$ cat src/rtl/seq_cmp_pkg.sv
// Shared types and helpers for the sequential magnitude comparator.
// Holds the FSM state encoding, the compare-result encoding and the chunk-count helper.
package seq_cmp_pkg;

  typedef enum logic [1:0] {
    IDLE = 2'd0,
    CMP  = 2'd1,
    DONE = 2'd2
  } state_t;

  typedef enum logic [1:0] {
    LT = 2'd0,
    EQ = 2'd1,
    GT = 2'd2
  } res_t;

  // Returns WIDTH/CHUNK for a legal configuration, 0 when the split is illegal.
  function automatic int calc_nchunk(input int width, input int chunk);
    if (chunk < 1 || chunk > width || (width % chunk) != 0) return 0;
    return width / chunk;
  endfunction

endpackage

$ cat src/rtl/seq_mag_comparator_if.sv
// Request/response bundle of the sequential magnitude comparator.
// The master drives the operands and start; the slave returns status and result flags.
interface seq_mag_comparator_if #(
  parameter int WIDTH = 16
);
  logic             start;
  logic [WIDTH-1:0] a;
  logic [WIDTH-1:0] b;
  logic             is_signed;
  logic             busy;
  logic             done;
  logic             alb;
  logic             aeb;
  logic             agb;

  modport master (
    output start, a, b, is_signed,
    input  busy, done, alb, aeb, agb
  );

  modport slave (
    input  start, a, b, is_signed,
    output busy, done, alb, aeb, agb
  );
endinterface

$ cat src/rtl/chunk_comparator.sv
// Combinational unsigned comparator for one CHUNK-bit slice.
// Exactly one of lt/eq/gt is high for any pair of inputs.
module chunk_comparator #(
  parameter int CHUNK = 4
) (
  input  logic [CHUNK-1:0] x,
  input  logic [CHUNK-1:0] y,
  output logic             lt,
  output logic             eq,
  output logic             gt
);
  assign lt = (x < y);
  assign eq = (x == y);
  assign gt = (x > y);
endmodule

$ cat src/rtl/seq_mag_comparator.sv
// Multi-cycle WIDTH-bit magnitude comparator, CHUNK bits per cycle, MSB chunk first,
// stopping at the first differing chunk. Signed mode flips the top sign bit of both operands.
module seq_mag_comparator
  import seq_cmp_pkg::*;
#(
  parameter int WIDTH = 16,
  parameter int CHUNK = 4
) (
  input logic                clk,
  input logic                rst,
  seq_mag_comparator_if.slave bus
);
  localparam int NCHUNK = calc_nchunk(WIDTH, CHUNK);
  localparam int IDXW   = (NCHUNK > 1) ? $clog2(NCHUNK) : 1;
  localparam logic [IDXW-1:0] LAST_IDX = IDXW'(NCHUNK - 1);

  if (NCHUNK == 0) begin : g_bad_cfg
    $error("seq_mag_comparator: WIDTH must be a positive multiple of CHUNK");
  end

  state_t                        state_q, state_d;
  logic [IDXW-1:0]               idx_q, idx_d;
  logic [NCHUNK-1:0][CHUNK-1:0]  a_q, b_q;
  logic                          signed_q;
  logic                          load;
  logic                          flag_upd;
  res_t                          res_d;
  logic                          alb_q, aeb_q, agb_q;

  logic [CHUNK-1:0] sign_mask;
  logic [CHUNK-1:0] x_chunk, y_chunk;
  logic             c_lt, c_eq, c_gt;

  // Inverting the top sign bit on both sides turns the unsigned chunk compare into
  // a two's-complement compare; lower chunks are always unsigned.
  always_comb begin
    sign_mask            = '0;
    sign_mask[CHUNK-1]   = signed_q && (idx_q == LAST_IDX);
    x_chunk              = a_q[idx_q] ^ sign_mask;
    y_chunk              = b_q[idx_q] ^ sign_mask;
  end

  chunk_comparator #(.CHUNK(CHUNK)) u_chunk_cmp (
    .x  (x_chunk),
    .y  (y_chunk),
    .lt (c_lt),
    .eq (c_eq),
    .gt (c_gt)
  );

  // NOTE: every signal written here gets a default first, so no path leaves it unassigned
  // and no latch is inferred.
  always_comb begin
    state_d  = state_q;
    idx_d    = idx_q;
    load     = 1'b0;
    flag_upd = 1'b0;
    res_d    = EQ;
    unique case (state_q)
      IDLE, DONE: begin
        if (bus.start) begin
          load    = 1'b1;
          idx_d   = LAST_IDX;
          state_d = CMP;
        end else begin
          state_d = IDLE;
        end
      end
      CMP: begin
        if (c_gt) begin
          flag_upd = 1'b1;
          res_d    = GT;
          state_d  = DONE;
        end else if (c_lt) begin
          flag_upd = 1'b1;
          res_d    = LT;
          state_d  = DONE;
        end else if (c_eq) begin
          if (idx_q == '0) begin
            flag_upd = 1'b1;
            res_d    = EQ;
            state_d  = DONE;
          end else begin
            idx_d = idx_q - IDXW'(1);
          end
        end
      end
      default: state_d = IDLE;
    endcase
  end

  // NOTE: sequential state uses non-blocking assignments so every register samples
  // the pre-edge values regardless of statement order.
  always_ff @(posedge clk) begin
    if (rst) begin
      state_q <= IDLE;
      idx_q   <= LAST_IDX;
      alb_q   <= 1'b0;
      aeb_q   <= 1'b0;
      agb_q   <= 1'b0;
    end else begin
      state_q <= state_d;
      idx_q   <= idx_d;
      if (flag_upd) begin
        alb_q <= (res_d == LT);
        aeb_q <= (res_d == EQ);
        agb_q <= (res_d == GT);
      end
    end
  end

  // NOTE: operand registers carry no reset; they are always loaded before being read.
  always_ff @(posedge clk) begin
    if (load) begin
      a_q      <= bus.a;
      b_q      <= bus.b;
      signed_q <= bus.is_signed;
    end
  end

  assign bus.busy = (state_q == CMP);
  assign bus.done = (state_q == DONE);
  assign bus.alb  = alb_q;
  assign bus.aeb  = aeb_q;
  assign bus.agb  = agb_q;

endmodule

$ cat src/flat_wrapper.sv
// flat-port wrapper written by rule: the top's interface ports become plain ports
module seq_mag_comparator_flat import seq_cmp_pkg::*;
#(
  parameter int WIDTH = 16,
  parameter int CHUNK = 4
)
  (clk, rst, bus_start, bus_a, bus_b, bus_is_signed, bus_busy, bus_done, bus_alb, bus_aeb, bus_agb);
  seq_mag_comparator_if #(.WIDTH(WIDTH)) bus_i ();
  input logic clk;
  input logic rst;
  input wire logic [$bits(bus_i.start)-1:0] bus_start;
  input wire logic [$bits(bus_i.a)-1:0] bus_a;
  input wire logic [$bits(bus_i.b)-1:0] bus_b;
  input wire logic [$bits(bus_i.is_signed)-1:0] bus_is_signed;
  output wire logic [$bits(bus_i.busy)-1:0] bus_busy;
  output wire logic [$bits(bus_i.done)-1:0] bus_done;
  output wire logic [$bits(bus_i.alb)-1:0] bus_alb;
  output wire logic [$bits(bus_i.aeb)-1:0] bus_aeb;
  output wire logic [$bits(bus_i.agb)-1:0] bus_agb;
  assign bus_i.start = bus_start;
  assign bus_i.a = bus_a;
  assign bus_i.b = bus_b;
  assign bus_i.is_signed = bus_is_signed;
  assign bus_busy = bus_i.busy;
  assign bus_done = bus_i.done;
  assign bus_alb = bus_i.alb;
  assign bus_aeb = bus_i.aeb;
  assign bus_agb = bus_i.agb;
  seq_mag_comparator #(.WIDTH(WIDTH), .CHUNK(CHUNK)) u_core (.clk(clk), .rst(rst), .bus(bus_i));
endmodule
$ cat config.mk
export PLATFORM = sky130hd
export DESIGN_NAME = seq_mag_comparator_flat
export DESIGN_NICKNAME = d
export VERILOG_FILES = /design/src/rtl/seq_cmp_pkg.sv /design/src/rtl/seq_mag_comparator_if.sv /design/src/rtl/chunk_comparator.sv /design/src/rtl/seq_mag_comparator.sv /design/src/flat_wrapper.sv
export SDC_FILE = /design/constraint.sdc
export NUM_CORES = 1
export LEC_CHECK = 0
export ABC_CLOCK_PERIOD_IN_PS = 8039
export BUFFER_PORTS_ARGS = -buffer_cell sky130_fd_sc_hd__buf_4
export CAP_MARGIN = 20
export CORE_AREA = 2 2 58 60
export CTS_BUF_LIST = sky130_fd_sc_hd__clkbuf_16
export DETAILED_ROUTE_END_ITERATION = 6
export DIE_AREA = 0 0 60 62
export PLACE_DENSITY = 0.84
export SYNTH_ARGS = -nofsm -noshare
export SYNTH_HDL_FRONTEND = slang
export SYNTH_HIERARCHICAL = 1
export SYNTH_SLANG_ARGS = --single-unit
$ cat constraint.sdc
create_clock -name clk -period 8.04 [get_ports clk]
set_input_delay 1.608 -clock clk [delete_from_list [all_inputs] [get_ports clk]]
set_output_delay 1.608 -clock clk [all_outputs]
set_load 0.01 [all_outputs]
**Yosys cells after proc, flatten, opt, wreduce, memory -nomap -nowiden**

Cells that the tools add are included.

- Magnitude comparators: 3
- Equality and inequality tests: 13
- Reduce and logical (&&, ||, !) cells: 8
- Shift-type cells: 0
- Mux-type cells: 26
- Divide/modulo/power cells: 0
- $mul: 0
- $add $sub $neg: 1
- Bitwise logic cells: 2

Operators by type and width:

| cell | count |
|---|---|
| two-way mux 2 bit | 11 |
| binary-select mux 4 bit (select 2 bit) | 2 |
| two-way mux 1 bit | 9 |
| two-way mux 4 bit | 2 |
| != test 2 bit (second input constant) | 4 |
| != test 4 x 1 -> 1 bit (second input constant) | 2 |
| case mux 2 bit (2 select lines) | 2 |
| bitwise XOR 4 bit | 2 |
| == test 2 bit (second input constant) | 3 |
| logical NOT 2 bit | 3 |
| AND reduction 6 bit | 1 |
| == test 2 x 1 -> 1 bit (second input constant) | 2 |
| == test 4 bit | 1 |
| > comparator 4 bit | 1 |
| less-than comparator 4 bit | 1 |
| less-than comparator 2 x 3 -> 1 bit (second input constant) | 1 |
| != test 2 x 1 -> 1 bit (second input constant) | 1 |
| AND reduction 2 bit | 1 |
| nonzero test 2 bit | 1 |
| OR reduction 2 bit | 1 |
| subtractor 2 x 1 -> 2 bit (second input constant) | 1 |
| logical AND 1 bit | 1 |

- Output and inout bits: 5
- Register bits: 40
- Latch bits: 0
- Bits in read-only memories: 0
- Memories kept: 0
- Input port bits: 36
- Bits in writable memories: 0

**Longest topological paths before layout**

Gate-level depths: netlist of the first run.

- Depth in word-level cells: 8
- Gate-level depth with buffers: 11

**By module**

Netlist of the first run, hierarchy kept.

Modules (own cells, without submodules):

| module | times used | sequential area each (µm²) | cells each | area each (µm²) |
|---|---|---|---|---|
| seq_mag_comparator | 1 | 1131.1 | 85 | 1560.2 |
| chunk_comparator | 1 | 0.0 | 16 | 128.9 |

**Worst setup path before layout of the first run**

Ideal clock, no wire load.

- Kind: input -> register
- Start point: input bus_start
- End point: register u_core/a_q[0] in the netlist's numbering, enable pin
- Cell stages on the path: 1
- Arrival: 3192 ps
- Data required time: 7608 ps
- Path buffers: 0
- Setup time: 432 ps
- Slack: 4417 ps
- Cells stage by stage: nor2b_1

- Cells in the longest elaborated chain, start to end: 2

RTL lines:

| item | RTL line | RTL |
|---|---|---|
| start: declaration | flat_wrapper.sv:11 | `input wire logic [$bits(bus_i.start)-1:0] bus_start;` |
| two-way mux 1 bit | seq_mag_comparator.sv:61 | `if (bus.start) begin` |
| two-way mux 1 bit | seq_mag_comparator.sv:59 | `unique case (state_q)` |
| end signal: assignment | seq_mag_comparator.sv:115 | `a_q <= bus.a;` |
| end: declaration | seq_mag_comparator.sv:23 | `logic [NCHUNK-1:0][CHUNK-1:0] a_q, b_q;` |

Every way passes these cells.
A chain may end at the register's enable or synchronous reset.

**Worst setup path in the final report of the first run**

- Start point: register u_core.idx_q[0]
- End point: register u_core.idx_q[0]

- Cells in the longest elaborated chain, start to end: 6
- Elaborated cells on any way between the ends: 23
- Classes of those cells: add/sub (1); order compare (2); eq/ne (6); mux (9); bitwise (2); reduce/logical (3)

RTL lines:

| item | RTL line | RTL |
|---|---|---|
| start: declaration | seq_mag_comparator.sv:22 | `logic [IDXW-1:0] idx_q, idx_d;` |
| start signal: assignment | seq_mag_comparator.sv:103 | `idx_q <= idx_d;` |
| binary-select mux 4 bit (select 2 bit) / == test 2 bit (equally long branches) | seq_mag_comparator.sv:40, seq_mag_comparator.sv:38 |  |
| two-way mux 4 bit (not written as such) / logical AND 1 bit (equally long branches) | seq_mag_comparator.sv:40, seq_mag_comparator.sv:38 |  |
| bitwise XOR 4 bit (*) | seq_mag_comparator.sv:40 | `y_chunk = b_q[idx_q] ^ sign_mask;` |
| net u_core.y_chunk[3] | seq_mag_comparator.sv:31 | `logic [CHUNK-1:0] x_chunk, y_chunk;` |
| == test 4 bit (*) | chunk_comparator.sv:13 | `assign eq = (x == y);` |
| net u_core.c_eq | seq_mag_comparator.sv:32 | `logic c_lt, c_eq, c_gt;` |
| != test 2 x 1 -> 1 bit (no source line) (*) | -- |  |
| AND reduction 6 bit (no source line) (*) | -- |  |

Mark *: on every way through the listed nets, which the timed path passes. The rest lies on a longest branch. The select of a mux whose other input is x is not followed.

==> flow_metrics.py, run 1 <==
metrics = {
    "cts": {
        "cts.sinks": 40,
        "cts-root-buf": "clkbuf_16",
        "insertion_delay_ps": 270,
        "cts_tree": "yes",
        "htree_num_levels": 2,
        "cts_hold_buffers": 0,
        "postCtsSetupRepairBufs": 0,
        "clk_pin_slew_ps": 50,
        "cts_resized": 0,
        "cts_made_buffers": 5,
        "cts_max_path_buffers": 2,
    },
    "sta": {
        "clock_skew_ps": 3.445,
        "fmax_mhz": 339.1,
        "slew-limit-headroom": 0.6367,
        "setup_violations": 0,
        "setup_ws_ps": 5091,
        "worst-slew-pin-transition_ps": 544.2,
        "finalSetupTns_ps": 0,
        "period_minus_slack_ps": 2949,
        "hold_viol": 0,
        "finalCritPeriodShare": 0.3668,
        "finalMaxSlewViolations": 0,
        "whs_ps": 488.5,
        "rsz0062_at_grt": "no",
    },
    "setup_path": {
        "path_common_cell": "nor2_1",
        "reg2reg_from": "u_core/idx_q[0]",
        "crit_arrival_ps": 3100,
        "cp.required_ps": 8190,
        "crit_slowest_cell": "dfxtp_1",
        "crit_family": "simple AND/OR/NAND/NOR gates",
        "crit_buf_inv": 1,
        "rrSetupSlack_ps": 5090,
        "crit_path_end_kind": "flop",
        "worstSetupStartpointType": "flop",
        "crit_start": "u_core/idx_q[0]",
        "cpPeakStageDelay_ps": 660,
        "cp_cell_sequence": "mux4_2 > xnor2_1 > inv_1 > ha_1 > nand2_1 > nor2_1 > a21oi_2 > nor2_1 > nand4b_1 > mux2i_1",
        "crit_type": "flop to flop",
        "path_max_fanout": 11,
    },
    "power_and_ir_drop": {
        "p_int_w": 0.0004137,
        "power_density_nw_per_um2": 233.3,
        "p_total_w": 0.0005143,
        "p_leak_nw": 0.9307,
        "peakVddDrop_mv": 0.1641,
        "sw_frac_of_total": 0.1956,
        "combPwrFrac": 0.103,
        "seqPwrFrac": 0.474,
        "p_sw_w": 0.0001006,
        "pwr-share-clk": 0.423,
    },
    "placed_design": {
        "io_buffers": 40,
        "dp_worst_setup_slack_ps": 5127,
        "gp_congestion": 0.7860,
        "hpwl_mm": 1.885,
        "dpl-instance-area_sq_um": 2037,
    },
    "grt": {
        "gr-total-overflow": 0,
        "grt_max_degree": 37,
        "antenna_found_initial": 0,
        "grt_util_all_layers": 0.1646,
        "grt_pass1_vias": 989,
        "grt_pass1_wl_mm": 4.319,
    },
    "finish": {
        "drive_gt1_frac": 0.3741,
        "design_area_sq_um": 2205,
        "diodes": 0,
        "syn_to_final_growth_pct": 30.52,
        "nNetsFinal": 188,
    },
    "die": {
        "coreArea_sq_um": 3179,
        "rows": 21,
        "die_y_um": 62,
        "die_area_sq_um": 3720,
        "pin_count": 41,
        "start_util": 0.5313,
        "die_x_um": 60,
    },
    "synth": {
        "synth_cells": 101,
        "async_flop_share": 0,
        "synthAdderAreaFrac": 0.04444,
        "synth_flop_cell": "edfxtp_1",
        "synth_common_cells": "edfxtp_1 (33), dfxtp_1 (7), inv_1 (7)",
        "yosys.area.top_type_share": 0.5867,
        "synth_nets": 143,
        "synth_compound_area_frac": 0.04889,
        "yosysWarnings": 6,
        "synth_enable_flop_cells": 33,
        "muxShareOfSynthArea": 0.1319,
        "synth_area_leaders": "edfxtp_1 (59%), mux4_1 (9.3%), dfxtp_1 (8.3%), ha_1 (4.4%), mux4_2 (2.7%)",
        "synth_top_family_by_area": "multiplexers",
        "synth_seq_area_share": 0.6696,
        "synth_largest_area_cell": "edfxtp_1",
        "syn_avg_cell_area_sq_um": 16.72,
        "synth_xor_area_frac": 0.01037,
        "synth_cell_types": 26,
        "synth.most_common_cell": "edfxtp_1",
        "yosys.area_share.simple": 0.06741,
        "syn_area_sq_um": 1689,
        "ys_ff_latch": 40,
    },
    "outcome": {
        "outcome": "complete, no violations",
    },
    "drt": {
        "drtIter0Drc": 32,
        "via_per_inst": 5.140,
        "wl_met3_um": 139,
        "wl_met2_mm": 1.391,
        "wl_met1_mm": 1.029,
        "highest_layer": "met4",
        "vias": 992,
        "drc": 0,
        "ant_nets": 0,
        "wirelength_mm": 2.621,
        "dr.pass1.iters": 4,
        "wire_per_inst_um": 13.58,
    },
    "flow_run": {
        "max-cap-violations": 0,
    },
    "hold_path": {
        "hp-class": "flop to flop",
        "hp-start": "u_core/bus.alb",
    },
}
-- final cells by class --
type                       instances  area, sq um
fill                             223        974.7
sequential                        40         1131
tap                               46        57.56
multi-input combinational         51        514.2
timing repair buffer              41        307.8
inverter                           7        26.28
clock buffer                       5        125.1
clock inverter                     3        42.54
-- worst reg2reg max path, cell delays in order (launching register included) --
cell,delay [ps]
dfxtp_1,660
mux4_2,580
xnor2_1,140
inv_1,60
ha_1,290
nand2_1,70
nor2_1,320
a21oi_2,100
nor2_1,230
nand4b_1,210
mux2i_1,170
-- per-layer routing --
| metal | vias up | track usage |
|---|---|---|
| met2 | 39 | 0.2780 |
| met3 | 7 | 0.05797 |
| met1 | 464 | 0.1852 |
| met5 | - | 0 |
| li1 | 482 | - |
| met4 | 0 | 0.08571 |
-- final timing paths --
path,endpoint,cells after the start
setup / recovery,u_core/idx_q[0],10
hold / removal,u_core/bus.alb,2
setup reg to reg,u_core/idx_q[0],10
hold reg to reg,u_core/bus.alb,2
-- cell usage in the layout (no fill, tap or decap), drive strengths merged, types with 3 or more instances in the layout --
master,synthesis,layout
inv,7,7
edfxtp,33,33
nand2,5,5
nor2,5,5
buf,2,41
dfxtp,7,7
ha,6,6
nor3,3,3
mux4,8,8
nor2b,4,4
a21oi,6,6
clkbuf,1,5
-- through the flow --
step / utilization / instances
floorplan: - / 101
global placement: 0.6407 / 185
detailed placement: 0.6407 / 185
CTS: 0.6934 / 193
global route: 0.6934 / 193
finish: 0.6934 / 193
-- power groups by stage --
| stage | combinational (W) | clock [W] | sequential (W) |
|---|---|---|---|
| after floorplan | 0.0000306 | 0 | 0.000247 |
| after global placement | 0.0000503 | 0 | 0.000247 |
| after detailed placement | 0.0000523 | 0 | 0.000248 |
| after CTS | 0.0000532 | 0.000224 | 0.000244 |
| after global routing | 0.0000580 | 0.000233 | 0.000245 |
| final | 0.0000530 | 0.000218 | 0.000244 |
-- kinds of logic (layout without fill, tap and decap cells) --
group | count (synthesis) | in the layout
xor gates and xnor gates | 2 | 2
buffers and inverters | 10 | 56
DFF | 40 | 40
AOI/OAI and AO/OA | 12 | 12
adders and majority gates | 6 | 6
muxes | 10 | 10
and+or+nand+nor | 21 | 21
-- state kept, by name, indices dropped and copies added, names as in the netlist --
signal           count
u_core/state_q       2
u_core/signed_q      1
u_core/bus.aeb       1
u_core/bus.agb       1
u_core/idx_q         2
u_core/a_q          16
u_core/bus.alb       1
u_core/b_q          16
(Power assumes the default switching activity.)
==> run 2, diff against run 1 <==
Settings changed: ABC_CLOCK_PERIOD_IN_PS 8039 to 3000, CORE_AREA 2 2 58 60 to 2 2 60 62, DIE_AREA 0 0 60 62 to 0 0 62 64, PLACE_DENSITY 0.84 to 0.79.
Clock period 8.04 ns to 3 ns, I/O delays scaled along.
==> run 2 against run 1 <==
Critical path depth fell by 1. Final area rose by 1.2%. Power rose to 2.7 times the previous value. Combinational power rose to 2.8 times the previous value. Clock skew rose by 0.97 ps.
==> flow_metrics.py, run 2 (same netlist as run 1, synthesis figures left out) <==
metrics = {
    "setup_path": {
        "worstSetupStartpointType": "flop",
        "cp.required_ps": 3160,
        "crit_arrival_ps": 2900,
        "crit_type": "flop to flop",
        "crit_path_end_kind": "flop",
        "reg2reg_to": "u_core/idx_q[0]",
        "r2r_cells": 9,
        "rrSetupSlack_ps": 260,
        "path_max_fanout": 7,
        "reg2reg_from": "u_core/idx_q[0]",
        "cp_cell_sequence": "buf_4 > mux4_1 > ha_1 > nand2_1 > o21bai_4 > and2_1 > nor2_1 > nand4b_1 > mux2i_1",
        "cpPeakStageDelay_ps": 560,
        "crit_slowest_cell": "mux4_1",
    },
    "die": {
        "coreArea_sq_um": 3284,
        "start_util": 0.5143,
        "die_y_um": 64,
        "die_area_sq_um": 3968,
        "die_x_um": 62,
        "pin_count": 41,
        "rows": 21,
    },
    "hold_path": {
        "hold_depth": 2,
        "hp-class": "flop to flop",
        "hold_end": "u_core/bus.alb",
        "hp-start": "u_core/bus.alb",
    },
    "drt": {
        "drtIter0Drc": 22,
        "dr.pass1.iters": 4,
        "ant_nets": 0,
        "wire_per_inst_um": 13.35,
        "wirelength_mm": 2.617,
        "vias": 972,
        "drc": 0,
        "via_per_inst": 4.959,
    },
    "grt": {
        "grt_util_all_layers": 0.1579,
        "antenna_found_initial": 0,
        "gr-total-overflow": 0,
        "grt_pass1_vias": 1033,
        "grt_pass1_wl_mm": 4.457,
        "grt_max_degree": 15,
    },
    "cts": {
        "cts.sinks": 40,
        "insertion_delay_ps": 280,
        "cts_hold_buffers": 0,
        "cts_resized": 0,
        "postCtsSetupRepairBufs": 0,
        "cts-root-buf": "clkbuf_16",
        "clk_pin_slew_ps": 60,
        "cts_tree": "yes",
        "cts_max_path_buffers": 2,
        "cts_made_buffers": 5,
        "htree_num_levels": 2,
    },
    "sta": {
        "setup_violations": 0,
        "fmax_mhz": 365.5,
        "worst-slew-pin-transition_ps": 647.1,
        "hold_viol": 0,
        "finalMaxSlewViolations": 0,
        "clock_skew_ps": 4.415,
        "finalCritPeriodShare": 0.9120,
        "finalSetupTns_ps": 0,
        "period_minus_slack_ps": 2736,
        "slew-limit-headroom": 0.5666,
        "rsz0062_at_grt": "no",
    },
    "placed_design": {
        "gp_congestion": 0.7405,
        "dpl-instance-area_sq_um": 2059,
        "hpwl_mm": 1.958,
        "io_buffers": 40,
    },
    "finish": {
        "top_regs": "u_core/a_q (16), u_core/b_q (16)",
        "drive_gt1_frac": 0.3867,
        "final_cell_mix": "buf_4 (44), edfxtp_1 (33), inv_1 (7), dfxtp_1 (7)",
        "layout_commonest_cell": "buf_4",
        "fin_util": 0.6792,
        "diodes": 0,
        "syn_to_final_growth_pct": 32.07,
        "design_area_sq_um": 2231,
        "nNetsFinal": 191,
    },
    "power_and_ir_drop": {
        "p_leak_nw": 0.9458,
        "power_density_nw_per_um2": 624.9,
        "peakVddDrop_mv": 0.3894,
    },
    "flow_run": {
        "max-cap-violations": 0,
    },
    "outcome": {
        "outcome": "complete, no violations",
    },
}
## run 2: power by group
| part | switching (W) | internal (W) |
|---|---|---|
| Sequential | 0.00000935 | 0.000643 |
| Clock | 0.000202 | 0.000394 |
| Combinational | 0.0000667 | 0.0000793 |
## run 2: layout make-up
| type | instances | area (sq um) |
|---|---|---|
| Tap cell | 46 | 57.56 |
| Inverter | 7 | 26.28 |
| Multi-Input combinational cell | 51 | 514.2 |
| Clock inverter | 3 | 46.29 |
| Sequential cell | 40 | 1131 |
| Timing Repair Buffer | 44 | 330.3 |
| Fill cell | 230 | 1054 |
| Clock buffer | 5 | 125.1 |
## run 2: worst max-delay path by stage
stage / from / endpoint
3_3_place_gp: u_core/idx_q[0] / u_core/idx_q[0]
6_report: u_core/idx_q[0] / u_core/idx_q[0]
4_1_cts: u_core/idx_q[0] / u_core/idx_q[1]
3_5_place_dp: u_core/idx_q[0] / u_core/idx_q[0]
5_1_grt: u_core/idx_q[0] / u_core/idx_q[0]
2_1_floorplan: bus_start / u_core/a_q[0]
## run 2: routing by layer
layer  track usage  wire length [um]  vias up
li1              -                 -      482
met1        0.2033              1106      441
met2        0.2396              1297       44
met3       0.05466               173        5
met4       0.06649                40        0
met5             0                 0        -
## run 2: through the flow
stage	std cells	worst slack, ps	hold slack (ps)	power, W
floorplan	101	384.8	494.1	0.0007444
global placement	188	399.9	464.6	0.0008018
detailed placement	188	301.3	476.7	0.0008088
CTS	196	282.2	484.4	0.001411
global route	196	141.2	483.9	0.001451
finish	196	263.9	474.7	0.001394
## run 2: critical path: cells and delay by family (launching register included)
| kind | cells | cell delay (ps) |
|---|---|---|
| AOI/OAI and AO/OA | 1 | 180 |
| adders and majority gates | 1 | 290 |
| buffers and inverters | 1 | 230 |
| DFF | 1 | 500 |
| muxes | 2 | 720 |
| and+or+nand+nor | 4 | 700 |
==> run 3, diff against run 2 <==
Settings changed: GPL_TIMING_DRIVEN set to 0, MAX_ROUTING_LAYER set to met4.
==> run 3 against run 2 <==
Clock power is 2% lower. Final area is 0.62% lower. Register-to-register slack worse by 30 ps. Critical path depth is 2 higher. Largest power group unchanged. Sequential cell count stayed put. Die area stayed put. Sequential power hardly changed. Fmax is 1.2% lower. Critical path type unchanged.
==> flow_metrics.py, run 3 (same netlist as run 1, synthesis figures left out) <==
metrics = {
    "outcome": {
        "outcome": "complete, no violations",
    },
    "placed_design": {
        "gp_congestion": 0.7661,
        "io_buffers": 39,
        "dpl-instance-area_sq_um": 2047,
        "hpwl_mm": 1.870,
    },
    "die": {
        "pin_count": 41,
        "coreArea_sq_um": 3284,
        "die_y_um": 64,
        "die_x_um": 62,
        "rows": 21,
        "start_util": 0.5143,
        "die_area_sq_um": 3968,
    },
    "sta": {
        "setup_violations": 0,
        "hold_viol": 0,
        "slew-limit-headroom": 0.3565,
        "worst-slew-pin-transition_ps": 963.3,
        "fmax_mhz": 361.1,
        "finalCritPeriodShare": 0.9231,
        "clock_skew_ps": 3.078,
        "rsz0062_at_grt": "no",
        "finalMaxSlewViolations": 0,
        "period_minus_slack_ps": 2769,
    },
    "setup_path": {
        "crit_type": "flop to flop",
        "crit_end": "u_core/idx_q[0]",
        "path_max_fanout": 10,
        "worstSetupStartpointType": "flop",
        "rrSetupSlack_ps": 230,
        "reg2reg_to": "u_core/idx_q[0]",
        "r2r_cells": 11,
        "crit_arrival_ps": 2920,
        "crit_start": "u_core/idx_q[0]",
        "reg2reg_from": "u_core/idx_q[0]",
        "crit_path_end_kind": "flop",
        "cp.required_ps": 3150,
    },
    "cts": {
        "cts_made_buffers": 5,
        "cts-root-buf": "clkbuf_16",
        "clk_pin_slew_ps": 60,
        "cts.sinks": 40,
        "htree_num_levels": 2,
        "insertion_delay_ps": 270,
        "cts_tree": "yes",
        "cts_max_path_buffers": 2,
    },
    "finish": {
        "design_area_sq_um": 2217,
        "register_area_sq_um": 1131,
        "drive_gt1_frac": 0.3784,
        "diodes": 0,
        "syn_to_final_growth_pct": 31.26,
        "multi_input_comb_area_sq_um": 521.8,
        "fillCellCount": 221,
        "top_regs": "u_core/a_q (16), u_core/b_q (16)",
        "fin_util": 0.6750,
        "layout_commonest_cell": "buf_4",
        "nNetsFinal": 189,
        "final_cell_mix": "buf_4 (39), edfxtp_1 (33), inv_1 (7), dfxtp_1 (7)",
    },
    "drt": {
        "ant_nets": 0,
        "wirelength_mm": 2.645,
        "drtIter0Drc": 52,
        "wire_per_inst_um": 13.63,
        "via_per_inst": 5.124,
        "vias": 994,
        "drc": 0,
        "dr.pass1.iters": 4,
    },
    "grt": {
        "grt_util_all_layers": 0.1633,
        "antenna_found_initial": 0,
        "gr-total-overflow": 0,
        "grt_max_degree": 37,
        "grt_pass1_vias": 1007,
        "grt_pass1_wl_mm": 4.450,
    },
    "power_and_ir_drop": {
        "p_total_w": 0.001381,
        "power_density_nw_per_um2": 623.0,
        "peakVddDrop_mv": 0.4297,
        "p_leak_nw": 0.9346,
    },
    "hold_path": {
        "hp-class": "flop to flop",
    },
    "flow_run": {
        "max-cap-violations": 0,
    },
}
==> run 3: changes by cell type in the layout (fill, tap and decap cells not counted) <==
cell,delta
nor2b_4,+1
clkbuf_1,+1
buf_2,+1
buf_6,+1
nor2_1,-1
clkinv_2,+1
nor2b_2,-1
buf_4,-5
nor2_2,+1
inv_6,-1
==> run 3: worst max-delay path, stage by stage (launching register included) <==
cell and delay (ps):
dfxtp_1 350, buf_6 170, mux4_2 520, xnor2_1 160, inv_1 60, ha_1 290
nand2_1 90, o21bai_4 180, and2_1 170, nor2_1 250, nand4b_1 220, mux2i_1 170
==> run 3: layout make-up <==
| type | instances | area share |
|---|---|---|
| buffer | 3 | 0.009029 |
| clock buffer | 5 | 0.05643 |
| clock inverter | 3 | 0.01919 |
| inverter | 7 | 0.01185 |
| multi-input combinational | 51 | 0.2353 |
| sequential | 40 | 0.5102 |
| tap | 46 | 0.02596 |
| timing repair buffer | 39 | 0.1321 |
==> run 3: worst min path at each step <==
stage,start,cells after the start,endpoint
after floorplan,u_core/bus.agb,2,u_core/bus.agb
after global placement,u_core/bus.agb,2,u_core/bus.agb
after detailed placement,u_core/bus.alb,2,u_core/bus.alb
after CTS,u_core/bus.alb,2,u_core/bus.alb
after global routing,bus_a[9],1,u_core/a_q[9]
final,u_core/bus.alb,2,u_core/bus.alb
==> run 3: per-stage QoR <==
step | TNS, ps | setup slack [ps] | instances | hold slack (ps)
after global routing | 0 | 104.5 | 194 | 491.3
after CTS | 0 | 190.4 | 194 | 489.1
after detailed placement | 0 | 232.3 | 186 | 481.0
after floorplan | 0 | 384.8 | 101 | 494.1
final | 0 | 230.7 | 194 | 485.5
after global placement | -5992 | -178.1 | 186 | 467.2
==> run 3: layer usage <==
layer	track usage	vias up	part of all wire
met5	-	-	0
met4	0.07713	0	0.0068
met3	0.04858	2	0.055
met2	0.2552	37	0.54
met1	0.1892	476	0.40
li1	-	479	-
==> run 3: where the power goes <==
group          total, W  internal [W]  switching, W
registers      0.000652      0.000643    0.00000916
clock network  0.000586      0.000390      0.000196
logic          0.000143     0.0000752     0.0000675
total           0.00138       0.00111      0.000273
==> run 3: what timing repair did <==
action | 4_1_cts | 5_1_grt
hold buffers | 0 | 0
setup buffers | 0 | 0
endpoints found under the setup margin | 0 | 2
resized for setup | 0 | 1
